## src/rtl/sequence_detector_n.sv

```systemverilog
// Serial pattern detector with a runtime-loadable pattern/length and overlap mode.
// Registered match pulse one clock after the completing bit. The block has no backpressure.
module sequence_detector_n #(
   parameter int MAX_LEN = 8,
   parameter int CNT_W   = 8,
   localparam int LW     = $clog2(MAX_LEN + 1)
) (
   input  logic               clk,
   input  logic               reset,
   input  logic               in,
   input  logic               in_valid,
   input  logic               cfg_load,
   input  logic [MAX_LEN-1:0] cfg_pattern,
   input  logic [LW-1:0]      cfg_len,
   input  logic               cfg_overlap,
   output logic               out,
   output logic [CNT_W-1:0]   match_count,
   output logic               cfg_err
);

   logic [MAX_LEN-1:0] pat;
   logic [LW-1:0]      len;
   logic               ovl;
   logic [MAX_LEN-1:0] hist;
   logic [LW-1:0]      fill;

   logic [MAX_LEN-1:0] hist_nxt;
   logic [LW-1:0]      fill_nxt;
   logic [MAX_LEN-1:0] len_mask;
   logic               hit;
   logic               cfg_legal;

   always_comb begin
      hist_nxt = {hist[MAX_LEN-2:0], in};
      fill_nxt = (fill == LW'(MAX_LEN)) ? fill : fill + LW'(1);
      len_mask = '0;
      // Only the low len bits take part in the compare.
      for (int i = 0; i < MAX_LEN; i++) begin
         len_mask[i] = (i < int'(len));
      end
      hit       = (((hist_nxt ^ pat) & len_mask) == '0) && (fill_nxt >= len);
      cfg_legal = (cfg_len != '0) && (cfg_len <= LW'(MAX_LEN));
   end

   always_ff @(posedge clk) begin
      if (reset) begin
         pat         <= MAX_LEN'(5);
         len         <= LW'(3);
         ovl         <= 1'b1;
         hist        <= '0;
         fill        <= '0;
         match_count <= '0;
         out         <= 1'b0;
         cfg_err     <= 1'b0;
      end else if (cfg_load) begin
         // A load always wins over a data bit, and the bit is dropped.
         out <= 1'b0;
         if (cfg_legal) begin
            pat     <= cfg_pattern;
            len     <= cfg_len;
            ovl     <= cfg_overlap;
            hist    <= '0;
            fill    <= '0;
            cfg_err <= 1'b0;
         end else begin
            cfg_err <= 1'b1;
         end
      end else if (in_valid) begin
         cfg_err <= 1'b0;
         hist    <= hist_nxt;
         fill    <= (hit && !ovl) ? '0 : fill_nxt;
         out     <= hit;
         if (hit && !(&match_count)) begin
            match_count <= match_count + CNT_W'(1);
         end
      end else begin
         cfg_err <= 1'b0;
         out     <= 1'b0;
      end
   end

endmodule

```

## config.mk

```make
export PLATFORM = sky130hd
export DESIGN_NAME = sequence_detector_n
export DESIGN_NICKNAME = d
export VERILOG_FILES = /design/src/rtl/sequence_detector_n.sv
export SDC_FILE = /design/constraint.sdc
export NUM_CORES = 1
export LEC_CHECK = 0
export BUFFER_PORTS_ARGS = -buffer_cell sky130_fd_sc_hd__buf_2
export CORE_MARGIN = 2
export CORE_UTILIZATION = 35
export CTS_BUF_LIST = sky130_fd_sc_hd__clkbuf_4
export DETAILED_ROUTE_END_ITERATION = 10
export SLEW_MARGIN = 10
export SYNTH_ARGS = -nofsm -noshare
export SYNTH_HDL_FRONTEND = slang
export SYNTH_SLANG_ARGS = --single-unit
```

## constraint.sdc

```tcl
create_clock -name clk -period 6.8 [get_ports clk]
set_clock_uncertainty 0.2 [all_clocks]
set_input_delay 1.36 -clock clk [delete_from_list [all_inputs] [get_ports clk]]
set_output_delay 1.36 -clock clk [all_outputs]
set_load 0.005 [all_outputs]
```

Yosys cells after proc, flatten, opt, wreduce, memory -nomap -nowiden
Cells that the tools add are included.
- order comparisons: 10
- reduce and logical (&&, ||, !) cells: 15
- $add $sub $neg: 2
- bitwise operators: 4
- mux-type cells: 9
- eq/ne operators: 2
- operators with widths (cell ; number):
    $mux 7 ; 3
    $mux 4 ; 5
    $lt 3x4->1 const A ; 4
    $add 8x1->8 const B ; 1
    $and 8x8->8 ; 1
    $logic_not 8->1 ; 1
    $lt 1x4->1 const A ; 2
    $lt 2x4->1 const A ; 2
    $reduce_and 8->1 ; 1
    $xor 8x8->8 ; 1
    $add 4x1->4 const B ; 1
    $eq 4x4->1 const B ; 1
    $ge 4x4->1 ; 1
    $le 4x4->1 const B ; 1
    $logic_and 1x1->1 ; 4
    $reduce_and 2->1 ; 2
    $reduce_bool 4->1 ; 1
    $reduce_and 3->1 ; 1
    $reduce_or 3->1 ; 1
    $logic_not 1->1 ; 2
    $ne 2x1->1 const B ; 1
    $not 1->1 ; 2
    $reduce_bool 2->1 ; 1
    $reduce_or 2->1 ; 1
    $mux 1 ; 1
- input port bits: 18
- logic and storage cells: 50
- output and inout bits: 10
- flip-flop bits (word level): 34

Logic depth before layout (Yosys ltp)
Gate-level depths: netlist of run 1.
- depth after elaboration: 8
- mapped depth: 13
- depth with buffers taken out: 12

Worst setup path before layout of run 1
OpenSTA, ideal clock, no wires.
- path kind: input -> register
- start: input port cfg_len[0]
- end: register hist[1]
- buffers on the path: 1
- data required time: 6.540 ns
- data arrival time: 2.615 ns
- stages on the path: 6
- library setup time: 0.060 ns
- setup slack: 3.925 ns
- cells stage by stage: nor3_1 > xnor2_1 > and2_0 > nor3_1 > clkbuf_1 > a22o_1
- word-level cells in the longest chain between the ends: 4
- ends and longest elaborated chain (element ; RTL line ; text):
    from (decl) ; 14 ; input logic [LW-1:0] cfg_len,
    $le 4x4->1 / $reduce_bool 4->1 (equally long branches) ; 42 ; cfg_legal = (cfg_len != '0) && (cfg_len <= LW'(MAX_LEN));
    $logic_and 1x1->1 (*) ; 42 ;
    $ne 2x1->1 (no source line) (*) ; n/a ;
    $reduce_and 2->1 (no source line) (*) ; n/a ;
    to (signal assigned) ; 70 ; hist <= hist_nxt;
    to (decl) ; 24 ; logic [MAX_LEN-1:0] hist;
Every way passes the cells marked *; elsewhere a longest branch is shown, timed or not.
A chain may end at the register's enable or synchronous reset.

Worst setup path in the final report of run 1
- start: input port cfg_len[0]
- end: register hist[4]
The elaborated chain is that of the path after synthesis.

==> results of run 1 <==
[area by class of cell]
cell class              instances  area [sq um]  area share
well taps                      52         65.06     0.03497
clock inverters                 2         10.01    0.005380
multi-input cells             142         898.4      0.4829
repair buffers                 27         135.1     0.07263
clock buffers                   5         37.54     0.02017
inverters                       9         33.78     0.01816
flip-flops and latches         34         680.7      0.3658
[worst max path at each step]
stage / to / slack [ns] / cells past startpoint
2_1_floorplan: hist[1] / 3.93 / 6
3_3_place_gp: hist[4] / 2.97 / 6
3_5_place_dp: hist[4] / 2.89 / 6
4_1_cts: hist[4] / 3.22 / 6
5_1_grt: fill[0] / 2.98 / 7
6_report: hist[4] / 3.26 / 6
[cell usage after synthesis, types with 3 or more instances]
| cell type | number |
|---|---|
| o21ai_0 | 8 |
| a22o_1 | 7 |
| nor3_1 | 4 |
| or4_1 | 3 |
| nand2b_1 | 3 |
| o31ai_1 | 3 |
| a21oi_1 | 11 |
| clkbuf_1 | 7 |
| nand3_1 | 6 |
| ha_1 | 7 |
| dfxtp_1 | 34 |
| nor2_1 | 10 |
| nand2_1 | 35 |
| nor2b_1 | 6 |
| inv_1 | 9 |
| nand3b_1 | 4 |
| xnor2_1 | 9 |
[worst reg2reg max path: stages, from the launching register on]
cell      delay, ns
dfxtp_1        0.39
inv_1          0.08
ha_1           0.19
nand2_1        0.08
nand2_1        0.05
mux2i_1        0.19
ha_1           0.20
o21ai_0        0.09
a222oi_1       0.39
nand4_2        0.35
nor4_1         0.39
mux2_1         0.35
[layer usage]
layer  track usage  part of all wire  vias up
met5             0                 0        -
met4       0.06173             0.012        0
met3       0.04696             0.040        5
met2        0.2323              0.48       22
met1        0.1884              0.47      652
li1              -                 -      720
[through the flow]
| stage | power (uW) | util | hold WS, ns | area [sq um] | worst slack, ns |
|---|---|---|---|---|---|
| floorplan | 244.5 | - | 0.2478 | 1650 | 3.925 |
| global placement | 257.4 | 0.4079 | 0.2612 | 1813 | 2.966 |
| detailed placement | 257.6 | 0.4079 | 0.2672 | 1813 | 2.886 |
| CTS | 364.4 | 0.4186 | 0.2829 | 1861 | 3.220 |
| global route | 379.8 | 0.4186 | 0.3070 | 1861 | 2.983 |
| finish | 358.4 | 0.4186 | 0.2784 | 1861 | 3.258 |
[flip-flops by register name (all words and copies together), names as in the netlist]
name         flops
match_count      8
pat              8
hist             7
fill             4
len              4
cfg_err          1
out              1
ovl              1
[cell families after synthesis]
kind of cell    Yosys count  synth area share
flops                    34            0.4124
compound gates           37            0.1501
mux                       6           0.03942
fa+ha+maj                 7           0.05307
buf+inv                  17           0.04322
simple gates             81            0.2434
xor+xnor                 11           0.05838
[power breakdown]
part           internal (uW)  switching [uW]  total [uW]
Sequential               205            5.34         211
Combinational           17.2            24.2        41.4
Clock                   37.2            69.1         106
Total                    260            98.7         358
==> flow_summary_export.csv, run 1 <==
group,metric,value,unit
run_status,status,"completed",
synthesis,netlist_instances,193,
synthesis,synth_top_area_cell,"dfxtp_1",
critical_path,r2r_slack,3.75,ns
die,core,0.004444,sq mm
clocking,post_cts_resized,0,
drt,vias,1399,
critical_path,slowest_delay,0.98,ns
grt,grt_overflow_total,0,
synthesis,syn-num-nets,218,
drt,wirelength,3486,um
critical_path,crit_fanout,14,
die,fp.dieH,72.67,um
timing,fmax,282.3,MHz
grt,grtUsageTotal,0.1483,
power_and_ir_drop,peakVddDrop,0.00008831,V
power_and_ir_drop,powerDensity,192.6,mW/mm^2
die,dieArea,0.005280,sq mm
layout,areaGrowthSynthToFinish,12.74,%
synthesis,seq_area_frac_synth,0.4124,
timing,setup_tns,0,ns
drt,via_per_inst,5.162,
critical_path,worstReg2RegEnd,"match_count[7]",
drt,dr.pass1.iters,4,
timing,finalMaxSlewViolations,0,
timing,rsz0062_at_grt,"false",
critical_path,crit_arrival,3.62,ns
clocking,clkLatencyLatePin,0.33,ns
critical_path,crit_buf_inv,1,
critical_path,r2r_cells,11,
grt,grt_max_degree,30,
clocking,cts_buffer_depth,2,
synthesis,synth.top_cell.area_share,0.4124,
critical_path,path_cells,"buf_2 > nor3_1 > xnor2_1 > and2_0 > nor3_1 > a22o_1",
clocking,cts.sinks,34,
timing,slew_headroom,0.2412,
job,cap_violations,0,
critical_path,cp_common_cell,"nor3_1",
synthesis,syn_area,0.001650,sq mm
synthesis,synth_area_per_cell,8.551,sq um
layout,final_cells,271,
critical_path,crit_path_end_kind,"flop",
critical_path,crit_slowest_cell,"nor3_1",
critical_path,startpoint,"cfg_len[0]",
synthesis,synth.ff_latch_count,34,
critical_path,worstReg2RegStart,"fill[0]",
synthesis,synth-main-ff-cell,"dfxtp_1",
timing,timing.final.crit_share,0.5209,
layout,diodes,0,
hold_path,min_from,"pat[4]",
grt,grt_pass1_wl,6016,um
timing,finalSetupViolCount,0,
layout,drive_above_1_share,0.1781,
layout,final_common_cell,"nand2_1",
critical_path,crit_family,"simple AND/OR/NAND/NOR gates",
drt,routedWlPerCell,12.86,um
power_and_ir_drop,leakage,0.0007505,uW
grt,grt_pass1_vias,1327,
hold_path,min_to,"pat[4]",
layout,nFillCells,471,
drt,drtAntennaViolNets,0,
die,die_x,72.67,um
grt,antenna_found_initial,0,
critical_path,worstSetupPathType,"input pin to flop",
layout,final_cell_mix,"35 x nand2_1, 34 x dfxtp_1, 27 x buf_2",
synthesis,yosys_warnings,0,
clocking,root_buffer,"clkbuf_4",
place,dp_hpwl,2547,um
place,routabilityCongestion,0.7681,
critical_path,required,6.88,ns
clocking,numCtsBuffers,5,
hold_path,timing.hold.worst_path_depth,2,
timing,worstMarginPinSlew,1.130,ns
place,numPortBuffers,27,
drt,drcViolationCount,0,
die,num_rows,24,
place,dp.cells,264,
synthesis,synth_edf_count,0,
clocking,cts_setup_buffers,0,
drt,drt_iter0_markers,61,
die,initial_core_util,0.3713,
hold_path,min_path_type,"flop to flop",
timing,min_period,3.542,ns
clocking,h-tree-depth,2,
clocking,cts.clk_slew.worst_paths,0.11,ns
layout,nNetsFinal,244,
clocking,cts_tree,"built",
synthesis,async_flop_share,0,
synthesis,ys_types,38,
clocking,postCtsHoldBufs,0,
synthesis,synth.area.top_cells,"dfxtp_1 41%, nand2_1 8.0%, ha_1 5.3%",
critical_path,worst_setup_path_start_kind,"input pin",
timing,final_hold_viol_count,0,
die,io_pins,28,
(Power assumes the default switching activity.)
==> run 2: changes to the inputs <==
Settings changed: ABC_AREA set to 1.
Clock period 6.8 ns to 3.6 ns, I/O delays scaled along.
==> flow_summary_export.csv, run 2 <==
group,metric,value,unit
place,dp_hpwl,2812,um
timing,min_period,2.673,ns
clocking,cts_buffer_depth,2,
place,dp_slack,0.9580,ns
die,fp.dieH,76.00,um
die,dieArea,0.005775,sq mm
timing,rsz0062_at_grt,"false",
die,initial_core_util,0.3598,
synthesis,yosys.area_share.simple,0.2993,
timing,finalSetupViolCount,0,
synthesis,synth_mux_area_frac,0,
job,cap_violations,0,
clocking,root_buffer,"clkbuf_4",
synthesis,synth.top_cell.area_share,0.3752,
layout,nNetsFinal,309,
power_and_ir_drop,powerDensity,354.2,mW/mm^2
power_and_ir_drop,finalPower,731.2,uW
die,io_pins,28,
timing,slew_headroom,0.6941,
synthesis,yosys_warnings,0,
drt,via_per_inst,4.670,
timing,final_hold_viol_count,0,
drt,wirelength,3921,um
grt,grt_overflow_total,0,
timing,setup_tns,0,ns
timing,whs,0.2788,ns
drt,drtAntennaViolNets,0,
synthesis,synth_compound_area_frac,0.1414,
synthesis,synth_top_family_by_area,"simple AND/OR/NAND/NOR gates",
critical_path,crit_fanout,11,
synthesis,synth_area_per_cell,7.087,sq um
die,core,0.005042,sq mm
synthesis,syn-num-nets,281,
layout,areaGrowthSynthToFinish,13.79,%
power_and_ir_drop,leakage,0.0009710,uW
synthesis,synth.ff_latch_count,34,
clocking,cts_tree,"built",
clocking,numCtsBuffers,5,
grt,antenna_found_initial,0,
synthesis,synth_top_area_cell,"dfxtp_1",
synthesis,netlist_instances,256,
run_status,status,"completed",
place,numPortBuffers,27,
clocking,cts.sinks,34,
synthesis,synth.area.top_cells,"dfxtp_1 38%, nand2_1 15%, inv_1 7.4%",
clocking,clkLatencyLatePin,0.34,ns
critical_path,worst_setup_path_start_kind,"flop",
grt,grtUsageTotal,0.1473,
layout,largest_registers,"match_count x8, pat x8, hist x7",
critical_path,crit_arrival,2.75,ns
drt,drt_iter0_markers,52,
clocking,postCtsHoldBufs,0,
drt,drcViolationCount,0,
synthesis,syn_area,0.001814,sq mm
place,routabilityCongestion,0.7856,
layout,final_common_cell,"nand2_1",
drt,routedWlPerCell,11.05,um
synthesis,seq_area_frac_synth,0.3752,
synthesis,synthAdderAreaFrac,0.04828,
timing,timing.final.crit_share,0.7424,
layout,diodes,0,
critical_path,worstSetupPathType,"flop to flop",
timing,fin_ws,0.9273,ns
synthesis,ys_types,24,
layout,final_cell_mix,"73 x nand2_1, 36 x inv_1, 34 x dfxtp_1",
synthesis,synth_xor_area_frac,0.03862,
timing,fmax,374.2,MHz
grt,grt_max_degree,22,
die,num_rows,26,
layout,nFillCells,539,
power_and_ir_drop,peakVddDrop,0.0002043,V
die,die_x,76.00,um
synthesis,synth_edf_count,0,
synthesis,synth-main-ff-cell,"dfxtp_1",
synthesis,netlist_top_cells_count,"73 x nand2_1, 36 x inv_1, 34 x dfxtp_1",
critical_path,required,3.68,ns
clocking,post_cts_resized,0,
timing,worstMarginPinSlew,0.4575,ns
grt,grt_pass1_vias,1505,
drt,vias,1658,
clocking,cts.clk_slew.worst_paths,0.11,ns
clocking,cts_setup_buffers,0,
clocking,h-tree-depth,2,
hold_path,min_path_type,"flop to flop",
timing,finalMaxSlewViolations,0,
critical_path,crit_path_end_kind,"flop",
grt,grt_pass1_wl,6989,um
synthesis,async_flop_share,0,
synthesis,post-synth-top-count-cell,"nand2_1",
layout,final_util,0.4094,
layout,drive_above_1_share,0.1649,
drt,dr.pass1.iters,4,
-- run 2: final cells by class --
cell class | instances | area (sq um) | share of cell area
multi-input combinational | 176 | 957.2 | 0.4636
sequential | 34 | 680.7 | 0.3297
inverter | 40 | 150.1 | 0.07273
timing repair buffer | 27 | 135.1 | 0.06545
tap | 70 | 87.58 | 0.04242
clock buffer | 6 | 45.04 | 0.02182
clock inverter | 2 | 8.758 | 0.004242
-- run 2: per-stage QoR --
step | instances | cell area [sq um]
after floorplan | 256 | 1814
after global placement | 347 | 2011
after detailed placement | 347 | 2011
after CTS | 355 | 2064
after global routing | 355 | 2064
final | 355 | 2064
-- run 2: kinds of logic after synthesis --
group	after synthesis
AO/OA/AOI/OAI	44
XOR/XNOR	8
adder cells (fa/ha/maj)	7
buffers and inverters	46
flip-flops	34
AND/OR/NAND/NOR	117
-- run 2: report_power, final --
part           leakage (uW)  internal (uW)  switching, uW  total (uW)
registers          0.000277            389           10.4         400
clock network     0.0000331           80.9            130         211
logic              0.000661           39.8           80.7         120
total              0.000971            510            221         731
-- run 2: critical path, cell delays in order (launching register included) --
cell     delay (ns)
dfxtp_1        0.43
inv_1          0.06
ha_1           0.21
nand3_1        0.11
xor2_1         0.21
inv_1          0.08
ha_1           0.28
nand3_1        0.08
nand3_1        0.34
nand4_2        0.37
nand2_1        0.08
a21oi_1        0.14
-- run 2: routing by layer --
metal | track usage | routed length (um) | vias up
li1 | - | - | 889
met1 | 0.2047 | 2009 | 724
met2 | 0.2250 | 1649 | 40
met3 | 0.03199 | 198 | 5
met4 | 0.05455 | 64 | 0
met5 | 0 | 0 | -
-- run 2: path summary, 6_finish.rpt --
kind / from / end / slack (ns) / cells after the start
setup / recovery: fill[0] / match_count[0] / 0.93 / 11
setup reg to reg: fill[0] / match_count[0] / 0.93 / 11
hold reg to reg: pat[4] / pat[4] / 0.28 / 2
hold / removal: pat[4] / pat[4] / 0.28 / 2
